--- src/rtl/dram_ctrl_pkg.sv ---
// Shared command encodings, arbiter state type and debt width for the DRAM refresh arbiter.
// Optional feature macro: DRAM_REFRESH_POSTPONE_EN (consumed by dram_refresh_arbiter).
package dram_ctrl_pkg;

  localparam logic [1:0] CMD_NOP     = 2'b00;
  localparam logic [1:0] CMD_READ    = 2'b01;
  localparam logic [1:0] CMD_WRITE   = 2'b10;
  localparam logic [1:0] CMD_REFRESH = 2'b11;

  localparam int DEBT_W = 4;

  typedef enum logic [2:0] {
    ST_IDLE,
    ST_ACC_REQ,
    ST_REF_REQ,
    ST_ACK_LOW,
    ST_RFC
  } state_e;

endpackage

--- src/rtl/dram_refresh_timer.sv ---
// Refresh interval timer plus postponed-refresh debt counter with sticky overflow flag.
// The debt ceiling comes in as 'limit' so the top can choose it (see DRAM_REFRESH_POSTPONE_EN).
module dram_refresh_timer
  import dram_ctrl_pkg::*;
#(
  parameter int REFRESH_INTERVAL = 780
) (
  input  logic              clk,
  input  logic              rst,
  input  logic              dec,
  input  logic [DEBT_W-1:0] limit,
  output logic [DEBT_W-1:0] refresh_debt,
  output logic              urgent,
  output logic              debt_overflow
);

  localparam int CNT_W = (REFRESH_INTERVAL > 1) ? $clog2(REFRESH_INTERVAL) : 1;

  logic [CNT_W-1:0]  cnt_q, cnt_d;
  logic [DEBT_W-1:0] debt_q, debt_d;
  logic              ovf_q, ovf_d;
  logic              tick;
  logic              at_limit;

  assign tick     = (cnt_q == CNT_W'(REFRESH_INTERVAL - 1));
  assign at_limit = (debt_q == limit);

  // A tick and a refresh retirement in the same cycle cancel out.
  always_comb begin
    cnt_d  = tick ? '0 : cnt_q + CNT_W'(1);
    debt_d = debt_q;
    ovf_d  = ovf_q | (tick & at_limit);
    if (tick && !dec && !at_limit) begin
      debt_d = debt_q + DEBT_W'(1);
    end else if (dec && !tick && (debt_q != '0)) begin
      debt_d = debt_q - DEBT_W'(1);
    end
  end

  always_ff @(posedge clk or posedge rst) begin
    if (rst) begin
      cnt_q  <= '0;
      debt_q <= '0;
      ovf_q  <= 1'b0;
    end else begin
      cnt_q  <= cnt_d;
      debt_q <= debt_d;
      ovf_q  <= ovf_d;
    end
  end

  assign refresh_debt  = debt_q;
  assign urgent        = at_limit;
  assign debt_overflow = ovf_q;

endmodule

--- src/rtl/dram_refresh_arbiter.sv ---
// Shares the DRAM command channel between accesses and refresh using a four-phase req/ack handshake.
// Build option DRAM_REFRESH_POSTPONE_EN: allow refresh debt up to MAX_POSTPONE; otherwise the limit is 1.
module dram_refresh_arbiter
  import dram_ctrl_pkg::*;
#(
  parameter int NUM_OF_BANKS     = 8,
  parameter int REFRESH_INTERVAL = 780,
  parameter int MAX_POSTPONE     = 8,
  parameter int TRFC             = 16,
  localparam int BANK_ID_W       = $clog2(NUM_OF_BANKS)
) (
  input  logic                 clk,
  input  logic                 rst,
  input  logic                 acc_valid,
  input  logic                 acc_rw,
  input  logic [BANK_ID_W-1:0] acc_bank_id,
  output logic                 acc_ready,
  output logic                 cmd_req,
  output logic [1:0]           cmd,
  output logic [BANK_ID_W-1:0] cmd_bank_id,
  input  logic                 cmd_ack,
  output logic                 refresh_flag,
  output logic [3:0]           refresh_debt,
  output logic                 debt_overflow
);

`ifdef DRAM_REFRESH_POSTPONE_EN
  localparam logic [DEBT_W-1:0] LIMIT = DEBT_W'(MAX_POSTPONE);
`else
  localparam logic [DEBT_W-1:0] LIMIT = DEBT_W'(1);
`endif

  localparam int RFC_W = $clog2(TRFC + 1);

  state_e               state_q, state_d;
  logic                 cmd_req_q, cmd_req_d;
  logic [1:0]           cmd_q, cmd_d;
  logic [BANK_ID_W-1:0] bank_q, bank_d;
  logic                 flag_q, flag_d;
  logic                 is_ref_q, is_ref_d;
  logic [RFC_W-1:0]     rfc_q, rfc_d;
  logic                 dec;
  logic                 urgent;
  logic [DEBT_W-1:0]    debt;

  dram_refresh_timer #(
    .REFRESH_INTERVAL(REFRESH_INTERVAL)
  ) u_timer (
    .clk          (clk),
    .rst          (rst),
    .dec          (dec),
    .limit        (LIMIT),
    .refresh_debt (debt),
    .urgent       (urgent),
    .debt_overflow(debt_overflow)
  );

  always_comb begin
    state_d   = state_q;
    cmd_req_d = cmd_req_q;
    cmd_d     = cmd_q;
    bank_d    = bank_q;
    flag_d    = flag_q;
    is_ref_d  = is_ref_q;
    rfc_d     = rfc_q;
    dec       = 1'b0;
    case (state_q)
      ST_IDLE: begin
        // Refresh goes first when urgent, or opportunistically when no access is waiting.
        if (urgent || (!acc_valid && (debt != '0))) begin
          state_d   = ST_REF_REQ;
          cmd_req_d = 1'b1;
          cmd_d     = CMD_REFRESH;
          bank_d    = '0;
          flag_d    = 1'b1;
          is_ref_d  = 1'b1;
        end else if (acc_valid) begin
          state_d   = ST_ACC_REQ;
          cmd_req_d = 1'b1;
          cmd_d     = acc_rw ? CMD_WRITE : CMD_READ;
          bank_d    = acc_bank_id;
          is_ref_d  = 1'b0;
        end
      end
      ST_ACC_REQ, ST_REF_REQ: begin
        if (cmd_ack) begin
          state_d   = ST_ACK_LOW;
          cmd_req_d = 1'b0;
          dec       = is_ref_q;
        end
      end
      ST_ACK_LOW: begin
        if (!cmd_ack) begin
          if (is_ref_q) begin
            state_d = ST_RFC;
            rfc_d   = RFC_W'(TRFC - 1);
          end else begin
            state_d = ST_IDLE;
          end
        end
      end
      ST_RFC: begin
        if (rfc_q == '0) begin
          state_d = ST_IDLE;
          flag_d  = 1'b0;
        end else begin
          rfc_d = rfc_q - RFC_W'(1);
        end
      end
      default: state_d = ST_IDLE;
    endcase
  end

  always_ff @(posedge clk or posedge rst) begin
    if (rst) begin
      state_q   <= ST_IDLE;
      cmd_req_q <= 1'b0;
      cmd_q     <= CMD_NOP;
      bank_q    <= '0;
      flag_q    <= 1'b0;
      is_ref_q  <= 1'b0;
      rfc_q     <= '0;
    end else begin
      state_q   <= state_d;
      cmd_req_q <= cmd_req_d;
      cmd_q     <= cmd_d;
      bank_q    <= bank_d;
      flag_q    <= flag_d;
      is_ref_q  <= is_ref_d;
      rfc_q     <= rfc_d;
    end
  end

  assign acc_ready    = (state_q == ST_IDLE) && !urgent;
  assign cmd_req      = cmd_req_q;
  assign cmd          = cmd_q;
  assign cmd_bank_id  = bank_q;
  assign refresh_flag = flag_q;
  assign refresh_debt = debt;

endmodule

--- config.mk ---
export PLATFORM = sky130hd
export DESIGN_NAME = dram_refresh_arbiter
export DESIGN_NICKNAME = d
export VERILOG_FILES = /design/src/rtl/dram_ctrl_pkg.sv /design/src/rtl/dram_refresh_timer.sv /design/src/rtl/dram_refresh_arbiter.sv
export SDC_FILE = /design/constraint.sdc
export NUM_CORES = 1
export LEC_CHECK = 0
export ABC_CLOCK_PERIOD_IN_PS = 2800
export BUFFER_PORTS_ARGS = -buffer_cell sky130_fd_sc_hd__clkbuf_2
export CAP_MARGIN = 20
export CORE_ASPECT_RATIO = 1.75
export CORE_MARGIN = 2
export CORE_UTILIZATION = 50
export DETAILED_ROUTE_END_ITERATION = 7
export GPL_TIMING_DRIVEN = 0
export PLACE_DENSITY = 0.77
export SYNTH_ARGS = -nofsm -noshare
export SYNTH_HDL_FRONTEND = slang
export SYNTH_HIERARCHICAL = 1
export SYNTH_SLANG_ARGS = --single-unit
--- constraint.sdc ---
create_clock -name clk -period 2.8 [get_ports clk]
set_input_delay 0.7 -clock clk [delete_from_list [all_inputs] [get_ports clk]]
set_output_delay 0.7 -clock clk [all_outputs]
set_load 0.1 [all_outputs]
==> results <==
- At the pin with the least slew margin, the transition time is 0.6841 ns.
- Counting the fill cells in the layout gives ~270.
- Across the run, the number of max-cap violations was 0.
- The post-route worst hold slack is 0.4541 ns.
- In this run the standard cell core region covers 0.003142 mm².
- Routability-driven placement finished with a final weighted congestion of roughly 0.86.
- Buffers inserted to repair hold after CTS numbered 0.
- The total instance count after detailed placement is about 230.
- The height of the die is 80.06 µm.
- The run finished with clean final reports.
- The via count is 1367.
- For this block, the initial DRC count from the detailed router was 28.
- The area growth from synthesis to layout is 20.97%.
- The worst relative slew slack is 53.97%.
- The maximum VDD drop is 1074 µV.
- In this run the cell area of the synthesized design comes to 0.001653 mm².
- The critical path data required time is 2.10 ns.
- The switching power as a share of total power is 50.58%.
- Cells fill 63.64% of the core in the end.
- The post-detailed-route count of antenna-violating nets is 0.
- The width of the die is 47.46 µm.
- The proportion of layout cells with a drive suffix above 1 is 25.13%.
- sky130_fd_sc_hd__dfrtp_1 is the most common cell in the netlist.
- After synthesis, the mean cell area works out to 10.27 µm².
- After detailed routing, the number of remaining DRC violations is 0.
- The share of power burned in combinational logic is 50.3%.
- In this run the worst path has a maximum fanout of 8.
- The critical path launch point type is a flip-flop.
- Before CTS, the worst setup slack after placement is -0.07683 ns.
- The maximum number of pins on one net before global-route repair is 17.
- The initial core utilization is a little over half.
- The commonest cells after synthesis are 31 x sky130_fd_sc_hd__dfrtp_1, 17 x sky130_fd_sc_hd__nand2_1, 16 x sky130_fd_sc_hd__nor2_1.
- Buffers placed on the I/O ports in this run total 20.
- The netlist uses 46 different library cells.
- Synthesis produced roughly 160 cells.
- The proportion of power drawn by the clock network is about a fifth.
- The net count of the finished layout is 203.
- Using the TritonRoute via totals, the vias-per-cell ratio works out to 5.842.
- After synthesis, the cell types taking the most area are sky130_fd_sc_hd__dfrtp_1 47%, sky130_fd_sc_hd__xnor2_1 4.8%, sky130_fd_sc_hd__nand2_1 3.9%.
- The final critical-path required period is between 2 and 3 ns.
- The count of final max-slew check failures is 0.
- The number of antenna violations at the first check in global routing is 0.
- The die covers 0.003800 mm².
- Summed over all cells, the static leakage comes to 0.8948 nW.
- The first global-routing pass estimated 6.189 mm of wire.
- Setup violations remaining at the end of the flow were counted as 0.
- After detailed routing, the total wire length is around 3.7 mm.
- The number of warnings reported in the yosys synthesis log is 6.
- Detailed placement finished with a half-perimeter wire length of approximately 2.7 mm.
- The completed layout was analyzed and its total power is ~2.5 mW.
- The total net switching power is between 1 and 1.5 mW.
- The number of enable flip-flop cells after synthesis is 0.
- The post-route non-filler standard cell count is about 230.
- The I/O pin total is 21.
- The H-tree was split into 2 levels.
- Summing all placed instances gives a cell area of 0.001854 mm².
- Setup repair after global routing left no endpoint under its margin.
- The top cell type's share of synthesized area is 46.93%.
- The data arrival time of the critical path is 1.94 ns.
- The tightest min-delay check is of the in2async type.
- STA classifies the critical path endpoint as an output port.
- The count of clock tree sinks is 31.
- The worst clock skew on the final layout is 0.007860 ns.
- For this run, the total global-route usage over all layers was measured as a little under a quarter.
- Of all cell types, the one taking the most synthesized area is sky130_fd_sc_hd__dfrtp_1.
- Of all flip-flops after synthesis, the portion carrying an async set or reset was 100.0%.
- The relative contribution of sequential cells to total power is ~31%.
- The worst path meets setup with 0.1608 ns of slack.
- Derived from the worst setup path, the maximum achievable clock frequency is 378.9 MHz.
- Synthesis inferred 31 register bits.
- The tree is rooted in a sky130_fd_sc_hd__clkbuf_8.
- The area of all placed cells without fillers is 0.001999 mm².
- After detailed routing, the average wire length per cell comes to approximately 16 µm.
- Of the synthesized area, sequential elements account for between 40% and 50%.
- Row generation in the floorplan step produced 27 rows.
- The power density relative to cell area is 1236 mW/mm².
- The iteration count of the initial detailed-routing pass is 4.
- The design internal power is 1.221 mW.
- The number of clock buffers inserted by TritonCTS is 5.
- The number of antenna diodes is 0.
- For the worst-skew pair, the clock arrives at the later sink with an insertion delay of 0.29 ns.
- The leading register cell type out of synthesis is sky130_fd_sc_hd__dfrtp_1.
- The fraction of the cycle the final worst path needs is 94.26%.
- The worst-case clock buffer depth is 2.
- The clock edge transition at the registers on the reported setup and hold paths is ~0.070 ns.
- The via count of the first global-routing pass came to 1442.
- The final count of hold timing violations came to 0.
- The final total negative setup slack is 0 ns.
- The TritonCTS clock tree is yes.
- Summed over all layers, the global routing overflow is 0.
- The type of the worst setup path is reg2out.
-- registers in the layout, summed over array words and instances, names as in the netlist --
name                   flops
cmd                        2
cmd_bank_id                3
cmd_req                    1
is_ref_q                   1
refresh_flag               1
rfc_q                      5
state_q                    3
u_timer/cnt_q             10
u_timer/debt_overflow      1
u_timer/refresh_debt       4
-- placed cells by master, fill, tap and decap left out, types with 3 or more instances in the layout --
cell                       synthesis  routed
sky130_fd_sc_hd__dfrtp_1          31      27
sky130_fd_sc_hd__clkbuf_2          0      21
sky130_fd_sc_hd__nand2_1          17      17
sky130_fd_sc_hd__nor2_1           16      16
sky130_fd_sc_hd__xnor2_1           9       8
sky130_fd_sc_hd__xor2_1            6       6
sky130_fd_sc_hd__clkbuf_8          0       6
sky130_fd_sc_hd__nor4_1            6       5
sky130_fd_sc_hd__nor3_1            5       5
sky130_fd_sc_hd__nand3_1           5       5
sky130_fd_sc_hd__inv_1             5       5
sky130_fd_sc_hd__a211oi_1          4       4
sky130_fd_sc_hd__ha_1              4       4
sky130_fd_sc_hd__conb_1            2       4
sky130_fd_sc_hd__dfrtp_4           0       4
sky130_fd_sc_hd__mux2_2            3       3
sky130_fd_sc_hd__o21ai_0           3       3
sky130_fd_sc_hd__a22o_1            3       3
sky130_fd_sc_hd__a21oi_1           3       3
-- worst paths after layout --
check	cells after the start	slack [ns]	start	to
setup / recovery	4	0.16	u_timer/refresh_debt[0]	acc_ready
hold / removal	2	0.45	rst	u_timer/cnt_q[6]
setup reg to reg	9	0.20	u_timer/cnt_q[4]	u_timer/refresh_debt[3]
hold reg to reg	1	0.47	u_timer/debt_overflow	u_timer/debt_overflow
max in group asynchronous	2	1.90	rst	u_timer/refresh_debt[0]
min in group clk	1	0.47	u_timer/debt_overflow	u_timer/debt_overflow
-- routing by layer --
| metal | vias to the layer above | GRT usage, % | part of all wire [%] |
|---|---|---|---|
| met5 | - | 0 | 0 |
| met4 | 0 | 14.17 | 4.5 |
| met3 | 17 | 6.742 | 3.2 |
| met2 | 30 | 40.00 | 57 |
| met1 | 680 | 21.87 | 36 |
| li1 | 640 | - | - |
-- cell type report --
| cell class | count | area (µm²) | share of cell area, % |
|---|---|---|---|
| Buffer | 2 | 16.27 | 0.8135 |
| Clock inverter | 2 | 35.03 | 1.752 |
| Clock buffer | 6 | 82.58 | 4.130 |
| Tap cell | 43 | 53.80 | 2.691 |
| Timing Repair Buffer | 22 | 127.6 | 6.383 |
| Inverter | 5 | 18.77 | 0.9387 |
| Sequential cell | 31 | 790.8 | 39.55 |
| Multi-Input combinational cell | 123 | 874.6 | 43.74 |
-- repair_timing --
item / 4_1_cts / 5_1_grt
resized for setup: 1 / 2
pin swaps: 0 / 1
endpoints found under the setup margin: 1 / 1
buffers inserted: 0 / 2
-- critical path, stage by stage, from the launching register on --
cell and delay [ns]:
sky130_fd_sc_hd__dfrtp_4 0.53, sky130_fd_sc_hd__xnor2_2 0.15, sky130_fd_sc_hd__and4_4 0.23, sky130_fd_sc_hd__nor4_4 0.23, sky130_fd_sc_hd__clkbuf_2 0.50
-- logic make-up after synthesis --
kind of cell | Yosys count | synth area share [%]
buf+inv | 9 | 2.498
fa+ha+maj | 5 | 4.239
simple gates | 70 | 23.77
other cells | 2 | 0.4544
mux | 5 | 3.255
compound gates | 24 | 10.90
flops | 31 | 46.93
xor+xnor | 15 | 7.949
-- power groups by stage --
stage | Clock (mW) | Combinational, mW | Sequential (mW)
after floorplan | 0 | 0.569 | 1.22
after global placement | 0 | 1.25 | 0.722
after detailed placement | 0 | 1.28 | 0.734
after CTS | 0.472 | 1.29 | 0.725
after global routing | 0.488 | 1.31 | 0.797
final | 0.460 | 1.24 | 0.767
Note: power is estimated with default switching activity, not from simulation.
